[src/rtl/rr_sel_arb4_pkg.sv]
// rtl/rr_sel_arb4_pkg.sv - shared types and constants for the rr_sel_arb4 arbiter
// Purpose: source count, pointer width, FSM state encoding and one-hot select type.
package rr_sel_arb4_pkg;

  localparam int N_SRC = 4;
  localparam int PTR_W = 2;

  typedef enum logic {
    ST_IDLE  = 1'b0,
    ST_GRANT = 1'b1
  } state_t;

  typedef logic [N_SRC-1:0] onehot4_t;

  function automatic onehot4_t onehot4(input logic [PTR_W-1:0] idx);
    onehot4 = onehot4_t'(1) << idx;
  endfunction

endpackage

[src/rtl/rr_pick4.sv]
// rtl/rr_pick4.sv - combinational round-robin pick over four requesters
// Purpose: return the first requester at or after ptr (mod 4) not masked by excl.
// Ports:
//   req   in  4  request vector
//   ptr   in  2  highest-priority position
//   excl  in  4  requesters removed from consideration
//   found out 1  a candidate exists
//   idx   out 2  index of the chosen candidate (0 when none)
module rr_pick4
  import rr_sel_arb4_pkg::*;
(
  input  logic     [N_SRC-1:0] req,
  input  logic     [PTR_W-1:0] ptr,
  input  onehot4_t             excl,
  output logic                 found,
  output logic     [PTR_W-1:0] idx
);

  logic [N_SRC-1:0] cand;
  logic [PTR_W-1:0] pos;

  assign cand = req & ~excl;

  // Scan from the farthest position back to ptr so the nearest hit wins.
  always_comb begin
    found = 1'b0;
    idx   = '0;
    pos   = '0;
    for (int k = N_SRC - 1; k >= 0; k--) begin
      pos = ptr + PTR_W'(k);
      if (cand[pos]) begin
        found = 1'b1;
        idx   = pos;
      end
    end
  end

endmodule

[src/rtl/rr_sel_arb4.sv]
// rtl/rr_sel_arb4.sv - 4-requester round-robin arbiter driving registered one-hot mux selects
// Purpose: grant held until the owner releases, fair rotation on release; all outputs from flops.
// Optional feature: define RR_SEL_ARB4_TIMEOUT_EN for forced handoff after HOLD_MAX grant cycles.
// Ports:
//   CLK    in  1  clock, rising edge
//   RESET  in  1  synchronous active-high reset
//   REQ    in  4  request per source
//   SEL    out 4  one-hot select, 0 when idle
//   GNT_ID out 2  owner index, 0 when idle
//   VALID  out 1  SEL non-zero
//   TMO    out 1  one-cycle pulse on forced handoff (0 without the timeout build)
module rr_sel_arb4
  import rr_sel_arb4_pkg::*;
#(
  parameter int PTR_INIT = 0,
  parameter int HOLD_MAX = 16,
  parameter int CNT_W    = 5
) (
  input  logic                 CLK,
  input  logic                 RESET,
  input  logic     [N_SRC-1:0] REQ,
  output onehot4_t             SEL,
  output logic     [PTR_W-1:0] GNT_ID,
  output logic                 VALID,
  output logic                 TMO
);

  if (CNT_W < $clog2(HOLD_MAX + 1) || PTR_INIT < 0 || PTR_INIT > N_SRC - 1) begin : g_bad_cfg
    $error("rr_sel_arb4: illegal PTR_INIT/HOLD_MAX/CNT_W");
  end

  state_t           state, state_nxt;
  logic [PTR_W-1:0] ptr, ptr_nxt;
  onehot4_t         sel_nxt;
  logic [PTR_W-1:0] gnt_nxt;
  logic             valid_nxt;
  logic             new_grant;
  logic             owner_req;
  logic             force_ho;
  logic [PTR_W-1:0] pick_ptr;
  onehot4_t         pick_excl;
  logic             pick_found;
  logic [PTR_W-1:0] pick_idx;

  assign owner_req = REQ[GNT_ID];

  // While granted, the next pick always starts just past the owner.
  assign pick_ptr  = (state == ST_GRANT) ? GNT_ID + PTR_W'(1) : ptr;
  assign pick_excl = force_ho ? onehot4(GNT_ID) : '0;

  rr_pick4 u_pick (
    .req   (REQ),
    .ptr   (pick_ptr),
    .excl  (pick_excl),
    .found (pick_found),
    .idx   (pick_idx)
  );

`ifdef RR_SEL_ARB4_TIMEOUT_EN
  logic [CNT_W-1:0] hold_cnt;
  logic             others_req;

  assign others_req = |(REQ & ~onehot4(GNT_ID));
  // >= so a saturated counter still hands off once a competitor shows up.
  assign force_ho   = (state == ST_GRANT) && owner_req && others_req &&
                      (hold_cnt >= CNT_W'(HOLD_MAX - 1));

  always_ff @(posedge CLK) begin
    if (RESET) begin
      hold_cnt <= '0;
      TMO      <= 1'b0;
    end else begin
      TMO <= force_ho;
      if (new_grant) begin
        hold_cnt <= '0;
      end else if (state == ST_GRANT && hold_cnt != CNT_W'(HOLD_MAX)) begin
        hold_cnt <= hold_cnt + CNT_W'(1);
      end
    end
  end
`else
  assign force_ho = 1'b0;
  assign TMO      = 1'b0;
`endif

  always_comb begin
    state_nxt = state;
    ptr_nxt   = ptr;
    sel_nxt   = SEL;
    gnt_nxt   = GNT_ID;
    valid_nxt = VALID;
    new_grant = 1'b0;
    case (state)
      ST_IDLE: begin
        if (pick_found) new_grant = 1'b1;
      end
      ST_GRANT: begin
        if (!owner_req || force_ho) begin
          ptr_nxt = pick_ptr;
          if (pick_found) begin
            new_grant = 1'b1;
          end else begin
            state_nxt = ST_IDLE;
            sel_nxt   = '0;
            gnt_nxt   = '0;
            valid_nxt = 1'b0;
          end
        end
      end
      default: state_nxt = ST_IDLE;
    endcase
    if (new_grant) begin
      state_nxt = ST_GRANT;
      sel_nxt   = onehot4(pick_idx);
      gnt_nxt   = pick_idx;
      valid_nxt = 1'b1;
    end
  end

  always_ff @(posedge CLK) begin
    if (RESET) begin
      state  <= ST_IDLE;
      ptr    <= PTR_W'(PTR_INIT);
      SEL    <= '0;
      GNT_ID <= '0;
      VALID  <= 1'b0;
    end else begin
      state  <= state_nxt;
      ptr    <= ptr_nxt;
      SEL    <= sel_nxt;
      GNT_ID <= gnt_nxt;
      VALID  <= valid_nxt;
    end
  end

endmodule

[config.mk]
export PLATFORM = sky130hd
export DESIGN_NAME = rr_sel_arb4
export DESIGN_NICKNAME = d
export VERILOG_FILES = /design/src/rtl/rr_sel_arb4_pkg.sv /design/src/rtl/rr_pick4.sv /design/src/rtl/rr_sel_arb4.sv
export SDC_FILE = /design/constraint.sdc
export NUM_CORES = 1
export LEC_CHECK = 0
export ABC_AREA = 1
export BUFFER_PORTS_ARGS = -buffer_cell sky130_fd_sc_hd__buf_2
export CAP_MARGIN = 20
export CORE_MARGIN = 3
export CORE_UTILIZATION = 54
export CTS_CLUSTER_SIZE = 28
export DETAILED_ROUTE_END_ITERATION = 16
export PLACE_DENSITY = 0.8
export SYNTH_ARGS = -nofsm -noshare
export SYNTH_HDL_FRONTEND = slang
export SYNTH_SLANG_ARGS = --single-unit
[constraint.sdc]
create_clock -name CLK -period 1.7 [get_ports CLK]
set_clock_uncertainty 0.1 [all_clocks]
set_input_delay 0 -clock CLK [delete_from_list [all_inputs] [get_ports CLK]]
set_output_delay 0 -clock CLK [all_outputs]
set_load 0.05 [all_outputs]
==> results of run 1 <==
## power by group
part	switching [uW]	leakage, uW	internal, uW
Combinational	1070	0.000408	530
Sequential	91.0	0.0000836	336
Clock	76.6	0.0000150	90.4
Total	1240	0.000507	956
## cells in the final DEF, fill, tap and decap left out
master and count:
nand3_1 15, and2_4 1, nand2_2 14, nand2_1 23, nor2_2 1, inv_1 6
o21ai_2 1, nand3_2 9, inv_8 1, dfxtp_1 7, buf_4 4, o21ai_0 1
clkbuf_4 3, buf_2 12, nor2_1 8, a21oi_1 7, conb_1 1, nand2_8 2
or2_1 1, buf_12 1, inv_2 5, a21boi_2 1, dfxtp_4 1, dlygate4sd3_1 1
clkbuf_1 1, dfxtp_2 2, inv_4 1, nand2_4 8, a21oi_2 1
## per-stage QoR
stage / TNS (ns) / instances
after floorplan: 0 / 121
after global placement: 0 / 146
final: -0.0361 / 154
after CTS: 0 / 152
after global routing: -0.431 / 154
after detailed placement: 0 / 146
## registers in the layout (all words and copies together) (netlist names)
register  flops
VALID         1
ptr           2
GNT_ID        2
state         1
SEL           4
## layout make-up
cell class                 count  area, um^2
tap                           15        18.8
sequential                    10         206
timing repair buffer          18         120
fill                         105         343
clock buffer                   4        26.3
multi-input combinational     94         593
inverter                      13        58.8
## critical path, delay by kind of cell (launching register included)
| family | cells | cell delay [ns] |
|---|---|---|
| and+or+nand+nor | 10 | 0.81 |
| buffers and inverters | 3 | 0.25 |
| AOI/OAI and AO/OA | 1 | 0.16 |
| DFF | 1 | 0.32 |
## logic make-up after synthesis
| kind of cell | Yosys count | share of synthesized area |
|---|---|---|
| flops | 10 | 0.242 |
| simple gates | 82 | 0.563 |
| other cells | 1 | 0.00453 |
| compound gates | 11 | 0.0787 |
| buf+inv | 17 | 0.112 |
## timing repair
| action | 4_1_cts | 5_1_grt |
|---|---|---|
| gates resized for setup | 0 | 17 |
| endpoints found under the hold margin | 8 | 0 |
| setup buffers | 1 | 2 |
| pin swaps | 0 | 10 |
| hold buffers | 1 | 0 |
| endpoints found under the setup margin | 1 | 6 |
## metal layers
layer  vias to the layer above  part of all wire  GRT usage
li1                        421                 -          -
met3                        12             0.064     0.0359
met4                         0             0.036     0.0702
met5                         -                 0          0
met2                        37              0.49      0.336
met1                       398              0.41      0.260
## final timing paths
check             startpoint  endpoint  slack (ns)
setup reg to reg       state    SEL[0]       -0.03
setup / recovery       state    SEL[0]       -0.03
hold reg to reg       SEL[1]    SEL[1]        0.36
hold / removal        REQ[2]     state        0.14
==> flow_summary.toml, run 1 <==
[cts]
clk_pin_slew_worst_paths_ns = 0.07
clock_latency_ns = 0.26
cts-root-buf = "clkbuf_4"
cts_tree = "built"
cts_buffers = 3
h-tree-depth = 1
clk_path_buf_depth = 2
clock-sinks = 10

[yosys]
synth_most_common_cell = "nand2_1"
async_flop_share = 0
ys_seq_elements = 10
seq_area_frac_synth = 0.242
yosysWarnings = 0
synth_common_cells = "nand2_1 (30), nand3_1 (18), nand2_2 (11)"
synth.avg_cell_area_um2 = 6.84
syn-num-nets = 127
yosys.area.top_type_share = 0.242
syn_inst = 121
synth-main-ff-cell = "dfxtp_1"
synth_edf_count = 0
synth_largest_area_cell = "dfxtp_1"
netlist_area_um2 = 827
synthTopCellsByArea = "dfxtp_1 (24%), nand2_1 (14%), nand3_1 (11%)"
synth_cell_types = 22

[cells_and_area]
drive_above_1_share = 0.489
fin_area_um2 = 1020
finish.utilization = 0.749
syn_to_final_growth_pct = 23.8
nNetsFinal = 146
n_antenna_cell = 0

[worst_setup_path]
critPathMaxStageDelay_ns = 0.32
start_kind = "flop"
critical_path_arrival_ns = 1.79
cp.required_ns = 1.76
critPathMaxFanout = 8
end_kind = "flop"
path_cells = "buf_12 > inv_8 > nand2_8 > nand2_8 > nand2_4 > nand2_4 > nand2_4 > nand2_2 > inv_2 > and2_4 > a21boi_2 > nor2_1 > nor2_1 > nor2_1"
critPathKind = "reg2reg"
reg2regPathDepth = 14
slowest_stage = "dfxtp_2"

[sta]
period_share = 1.02
post-route-min-period_ns = 1.73
hold_ws_ns = 0.143
finalHoldViolCount = 0
drv_slew = 0
postLayoutSetupSlackWorst_ns = -0.0297
fmax_ghz = 0.578
rsz0062_at_grt = "true"
setup_viol = 2

[global_route]
grt_pass1_vias = 720
grt_usage = 0.202
grt_max_degree = 10
grt_overflow = 0
antenna_found_initial = 0
grt_pass1_wl_um = 3090

[power]
power_density_nw_per_um2 = 2150
power.leakage_uw = 0.000507
power.total_uw = 2200
ir_drop_uv = 1360

[floorplan]
dieArea_um2 = 2040
core_um2 = 1370
ios = 14
die_h_um = 45.1
die_x_um = 45.1
initial_core_util = 0.605
rows = 13

[routing]
wl_per_cell_um = 12.8
drc = 0
wirelength_um = 1970
ant_nets = 0
drt-vias-per-instance = 5.64
vias = 868
detail_route.first_pass.iterations = 5
drt_iter0_markers = 34

[placement]
io_buffer_count = 12
dp_worst_setup_slack_ns = 0.00790
place_area_um2 = 905
gp_congestion = 0.916
dp.final_hpwl_um = 1400

[job]
drv_cap = 0

[status]
outcome = "complete, but fails checks"
violations = "negative setup slack"

[worst_hold_path]
min_path_cells = 7
hp-class = "in2reg"
(Power assumes the default switching activity.)
==> inputs of run 2 (changes only) <==
--- a/config.mk
+++ b/config.mk
@@ -8,11 +8,13 @@
 export ABC_AREA = 1
 export BUFFER_PORTS_ARGS = -buffer_cell sky130_fd_sc_hd__buf_2
 export CAP_MARGIN = 20
+export CORE_ASPECT_RATIO = 0.6
 export CORE_MARGIN = 3
-export CORE_UTILIZATION = 54
+export CORE_UTILIZATION = 33
 export CTS_CLUSTER_SIZE = 28
 export DETAILED_ROUTE_END_ITERATION = 16
-export PLACE_DENSITY = 0.8
+export PLACE_DENSITY = 0.55
+export RECOVER_POWER = 25
 export SYNTH_ARGS = -nofsm -noshare
 export SYNTH_HDL_FRONTEND = slang
 export SYNTH_SLANG_ARGS = --single-unit
==> flow_summary.toml, run 2 (synthesized netlist as in run 1, its figures left out) <==
[cells_and_area]
mostFrequentLayoutCell = "nand2_1"
final_cell_mix = "nand2_1 (23), nand2_2 (12), nand3_1 (12)"
largest_register = "SEL"
reg.largest.list = "SEL: 4 flops, GNT_ID: 2 flops, ptr: 2 flops"
instances_no_fill = 169
largest_reg_flops = 4
drive_above_1_share = 0.518
nNetsFinal = 146
syn_to_final_growth_pct = 34.6
n_antenna_cell = 0

[cts]
clk_pin_slew_worst_paths_ns = 0.05
clock-sinks = 10
cts_buffers = 3
clock_latency_ns = 0.23
cts_tree = "built"
cts-root-buf = "clkbuf_8"
clk_path_buf_depth = 2
h-tree-depth = 1

[floorplan]
core_um2 = 2280
initial_core_util = 0.363
dieArea_um2 = 3160
rows = 13
die_h_um = 44.8
ios = 14
die_x_um = 70.6

[worst_setup_path]
start_kind = "flop"
end_kind = "flop"
crit_buf_inv = 2
critPathMaxFanout = 8
critPathKind = "reg2reg"
path_cells = "clkinv_8 > nand2_8 > nand2_8 > nand2_4 > nand2_4 > nand2_2 > nand2_2 > inv_2 > and2_4 > nand2_2 > nand3_2 > nor2_2 > nor2_1 > nor2_1"
cpMostUsedCell = "nand2_2"
slowest_stage = "dfxtp_4"
reg2reg_slack_ns = -0.002
critical_path_arrival_ns = 1.72
critPathMaxStageDelay_ns = 0.43
cpLargestDelayFamily = "simple AND/OR/NAND/NOR gates"
worstReg2RegStart = "state"
r2r-end = "SEL[2]"
cp.required_ns = 1.72
reg2regPathDepth = 14

[sta]
tightestPinTransition_ns = 0.595
period_share = 1.00
postLayoutSetupSlackWorst_ns = -0.00204
rsz0062_at_grt = "true"
finalHoldViolCount = 0
fmax_ghz = 0.588
post-route-min-period_ns = 1.70
setup_viol = 1
drv_slew = 0
tns_ns = -0.00204
relSlewSlack = 0.605

[routing]
drt-vias-per-instance = 4.85
vias = 820
ant_nets = 0
drt_iter0_markers = 61
detail_route.first_pass.iterations = 4
wl_per_cell_um = 11.8
wirelength_um = 1990
drc = 0

[global_route]
grt_pass1_wl_um = 3150
grt_pass1_vias = 681
grt_max_degree = 10
grt_usage = 0.126
antenna_found_initial = 0
grt_overflow = 0

[power]
comb_power_share = 0.685
power_density_nw_per_um2 = 2100
ir_drop_uv = 658
internal_power_uw = 1070
p_sw_frac = 0.545
power.total_uw = 2340
power.leakage_uw = 0.000520
seqPwrFrac = 0.191
power_switching_uw = 1280
pwr-share-clk = 0.124

[placement]
gp_congestion = 0.836
dp.final_hpwl_um = 1480
io_buffer_count = 12
post-place-cells = 161

[worst_hold_path]
hp-class = "in2reg"
min_to = "state"
hp-start = "REQ[3]"
min_path_cells = 8

[status]
violations = "negative setup slack"
outcome = "complete, but fails checks"

[job]
drv_cap = 0
run 2: cell count changes in the layout (fill, tap and decap cells not counted), sizes merged:
cell / change
clkinv: +1
buf: -2
clkbuf: +2
inv: -1
run 2: repair_timing:
item / 4_1_cts / 5_1_grt
pin swaps: 0 / 16
setup endpoints to repair: 1 / 6
gates resized for setup: 2 / 28
hold buffers: 1 / 0
buffers inserted: 0 / 4
hold endpoints to repair: 8 / 0
run 2: per-layer routing:
metal	up-vias	track usage	part of all wire
li1	422	-	-
met1	378	0.193	0.49
met2	20	0.171	0.45
met3	0	0.0444	0.055
met4	0	0.0112	0
met5	-	0	0
run 2: power groups by stage:
stage	sequential, uW	combinational [uW]	clock, uW
floorplan	649	924	0
global route	460	1760	308
detailed placement	433	1380	0
CTS	430	1400	295
finish	447	1600	291
global placement	433	1370	0
run 2: area by class of cell:
cell class	count	area [um^2]
clock buffer	4	55.1
inverter	13	66.3
multi-input combinational	94	641
fill	241	1160
sequential	10	209
timing repair buffer	18	105
tap	30	37.5
run 2: worst max-delay path by stage:
| stage | from | end | slack, ns | cells after the start |
|---|---|---|---|---|
| final | state | SEL[2] | -0.002 | 14 |
| after global routing | state | SEL[0] | -0.12 | 11 |
| after CTS | state | SEL[0] | 0.006 | 12 |
| after detailed placement | state | SEL[0] | -0.002 | 10 |
| after global placement | state | SEL[0] | 0.03 | 14 |
| after floorplan | GNT_ID[0] | SEL[0] | 0.02 | 13 |
run 2: per-stage QoR:
stage	utilization	hold slack, ns	setup WS, ns	area, um^2
2_1_floorplan	-	0.193	0.0168	832
3_3_place_gp	0.405	0.186	0.0257	923
3_5_place_dp	0.405	0.189	-0.00194	923
4_1_cts	0.438	0.165	0.00621	998
5_1_grt	0.489	0.287	-0.120	1110
6_report	0.489	0.248	-0.00204	1110
run 2: worst min-delay path: cells and delay by family:
kind          cells  cell delay (ns)
simple gates      4             0.24
buf+inv           4             0.32
==> inputs of run 3 (changes only) <==
--- a/config.mk
+++ b/config.mk
@@ -9,12 +9,10 @@
 export BUFFER_PORTS_ARGS = -buffer_cell sky130_fd_sc_hd__buf_2
 export CAP_MARGIN = 20
 export CORE_ASPECT_RATIO = 0.6
-export CORE_MARGIN = 3
 export CORE_UTILIZATION = 33
 export CTS_CLUSTER_SIZE = 28
 export DETAILED_ROUTE_END_ITERATION = 16
 export PLACE_DENSITY = 0.55
-export RECOVER_POWER = 25
 export SYNTH_ARGS = -nofsm -noshare
 export SYNTH_HDL_FRONTEND = slang
 export SYNTH_SLANG_ARGS = --single-unit
==> flow_summary.toml, run 3 (synthesized netlist as in run 1, its figures left out) <==
[worst_hold_path]
hp-class = "in2reg"

[power]
power.total_uw = 2360
power.leakage_uw = 0.000538
ir_drop_uv = 729
power_density_nw_per_um2 = 2150

[worst_setup_path]
critical_path_arrival_ns = 1.74
critPathMaxStageDelay_ns = 0.33
path_depth = 12
reg2reg_slack_ns = -0.007
cp-startpoint = "state"
slowest_stage = "dfxtp_2"
r2r-end = "SEL[0]"
critPathMaxFanout = 6
critPathKind = "reg2reg"
crit_end = "SEL[0]"
path_cells = "buf_6 > inv_8 > nand2_8 > nand2_8 > nand2_2 > nand2_4 > nand3_2 > and2_4 > a21boi_2 > nor2_2 > nor2_1 > nor2_1"
cp.required_ns = 1.73
crit_buf_inv = 2
reg2regPathDepth = 12
start_kind = "flop"
end_kind = "flop"
worstReg2RegStart = "state"
cpLargestDelayFamily = "simple AND/OR/NAND/NOR gates"

[cts]
clock-sinks = 10
h-tree-depth = 1
clock_latency_ns = 0.24
clk_pin_slew_worst_paths_ns = 0.05
cts_buffers = 3
cts-root-buf = "clkbuf_8"
cts_tree = "built"
clk_path_buf_depth = 2

[cells_and_area]
mostFrequentLayoutCell = "nand2_1"
final_cell_mix = "nand2_1 (27), nand3_1 (13), buf_2 (12)"
largest_register = "SEL"
regArea_um2 = 206
nNetsFinal = 150
largest_reg_flops = 4
n_antenna_cell = 0
reg.largest.list = "SEL: 4 flops, GNT_ID: 2 flops, ptr: 2 flops"
nFillCells = 243
multi_input_area_um2 = 604
drive_above_1_share = 0.497
syn_to_final_growth_pct = 32.7
fin_area_um2 = 1100

[floorplan]
ios = 14
dieArea_um2 = 2720
die_x_um = 66.6
initial_core_util = 0.366
rows = 13
die_h_um = 40.8
core_um2 = 2260

[placement]
io_buffer_count = 12
place_area_um2 = 918
dp.final_hpwl_um = 1510
dp_worst_setup_slack_ns = -0.0124
gp_congestion = 0.812

[sta]
hold_ws_ns = -0.0639
setup_viol = 1
fmax_ghz = 0.586
rsz0062_at_grt = "true"
postLayoutSetupSlackWorst_ns = -0.00724
finalHoldViolCount = 8
post-route-min-period_ns = 1.71
period_share = 1.00
drv_slew = 0
tns_ns = -0.00724

[global_route]
antenna_found_initial = 0
grt_overflow = 0
grt_usage = 0.164
grt_pass1_wl_um = 3120
grt_pass1_vias = 687
grt_max_degree = 10

[status]
violations = "negative hold slack, negative setup slack"
outcome = "complete, but fails checks"

[routing]
wirelength_um = 2010
drc = 0
drt_iter0_markers = 45
vias = 800
ant_nets = 0
wl_per_cell_um = 11.6
drt-vias-per-instance = 4.62
detail_route.first_pass.iterations = 4

[job]
drv_cap = 0
==> run 3: cell types whose count changed in the layout (fill, tap and decap cells not counted), sizes merged <==
cell	previous run	this run
clkbuf	6	4
inv	12	13
dlygate4sd3	1	0
clkinv	1	0
buf	15	22
==> run 3: area by class of cell <==
type	instances	area share
Clock buffer	4	0.0410
Inverter	13	0.0559
Multi-Input combinational cell	94	0.551
Sequential cell	10	0.188
Tap cell	30	0.0342
Timing Repair Buffer	22	0.130
==> run 3: timing repair <==
| action | CTS | global route |
|---|---|---|
| endpoints found under the hold margin | 8 | 8 |
| setup buffers | 5 | 2 |
| gates cloned | 0 | 0 |
| pin swaps | 10 | 7 |
| setup endpoints to repair | 1 | 6 |
| resized for setup | 13 | 7 |
==> run 3: power breakdown <==
| group | switching (uW) | total (uW) | internal (uW) |
|---|---|---|---|
| Sequential | 87.1 | 424 | 337 |
| Combinational | 1080 | 1670 | 590 |
| Clock | 95.6 | 260 | 164 |
==> run 3: how the worst min path moves through the flow <==
| stage | startpoint | end | slack, ns | cells past startpoint |
|---|---|---|---|---|
| 2_1_floorplan | RESET | SEL[0] | 0.19 | 2 |
| 3_3_place_gp | RESET | GNT_ID[1] | 0.18 | 2 |
| 3_5_place_dp | RESET | GNT_ID[1] | 0.18 | 2 |
| 4_1_cts | RESET | GNT_ID[0] | -0.07 | 2 |
| 5_1_grt | RESET | GNT_ID[1] | -0.05 | 2 |
| 6_report | RESET | GNT_ID[1] | -0.06 | 2 |
==> run 3: worst reg2reg max path, delay by kind of cell, from the launching register on <==
family	cells	cell delay, ns
flip-flops	1	0.33
AO/OA/AOI/OAI	1	0.17
buffers and inverters	2	0.19
AND/OR/NAND/NOR	9	0.81
==> run 3: per-stage QoR <==
stage,util,cells
2_1_floorplan,-,121
3_3_place_gp,0.406,162
3_5_place_dp,0.406,162
4_1_cts,0.464,171
5_1_grt,0.485,173
6_report,0.485,173
==> run 3: layer usage <==
layer  global-route usage  vias up  routed length, um  share of wire
met3               0.0528        0                 96          0.048
met5                    0        -                  0              0
met1                0.236      356               1070           0.53
met4               0.0479        0                  0              0
li1                     -      425                  -              -
met2                0.227       19                846           0.42
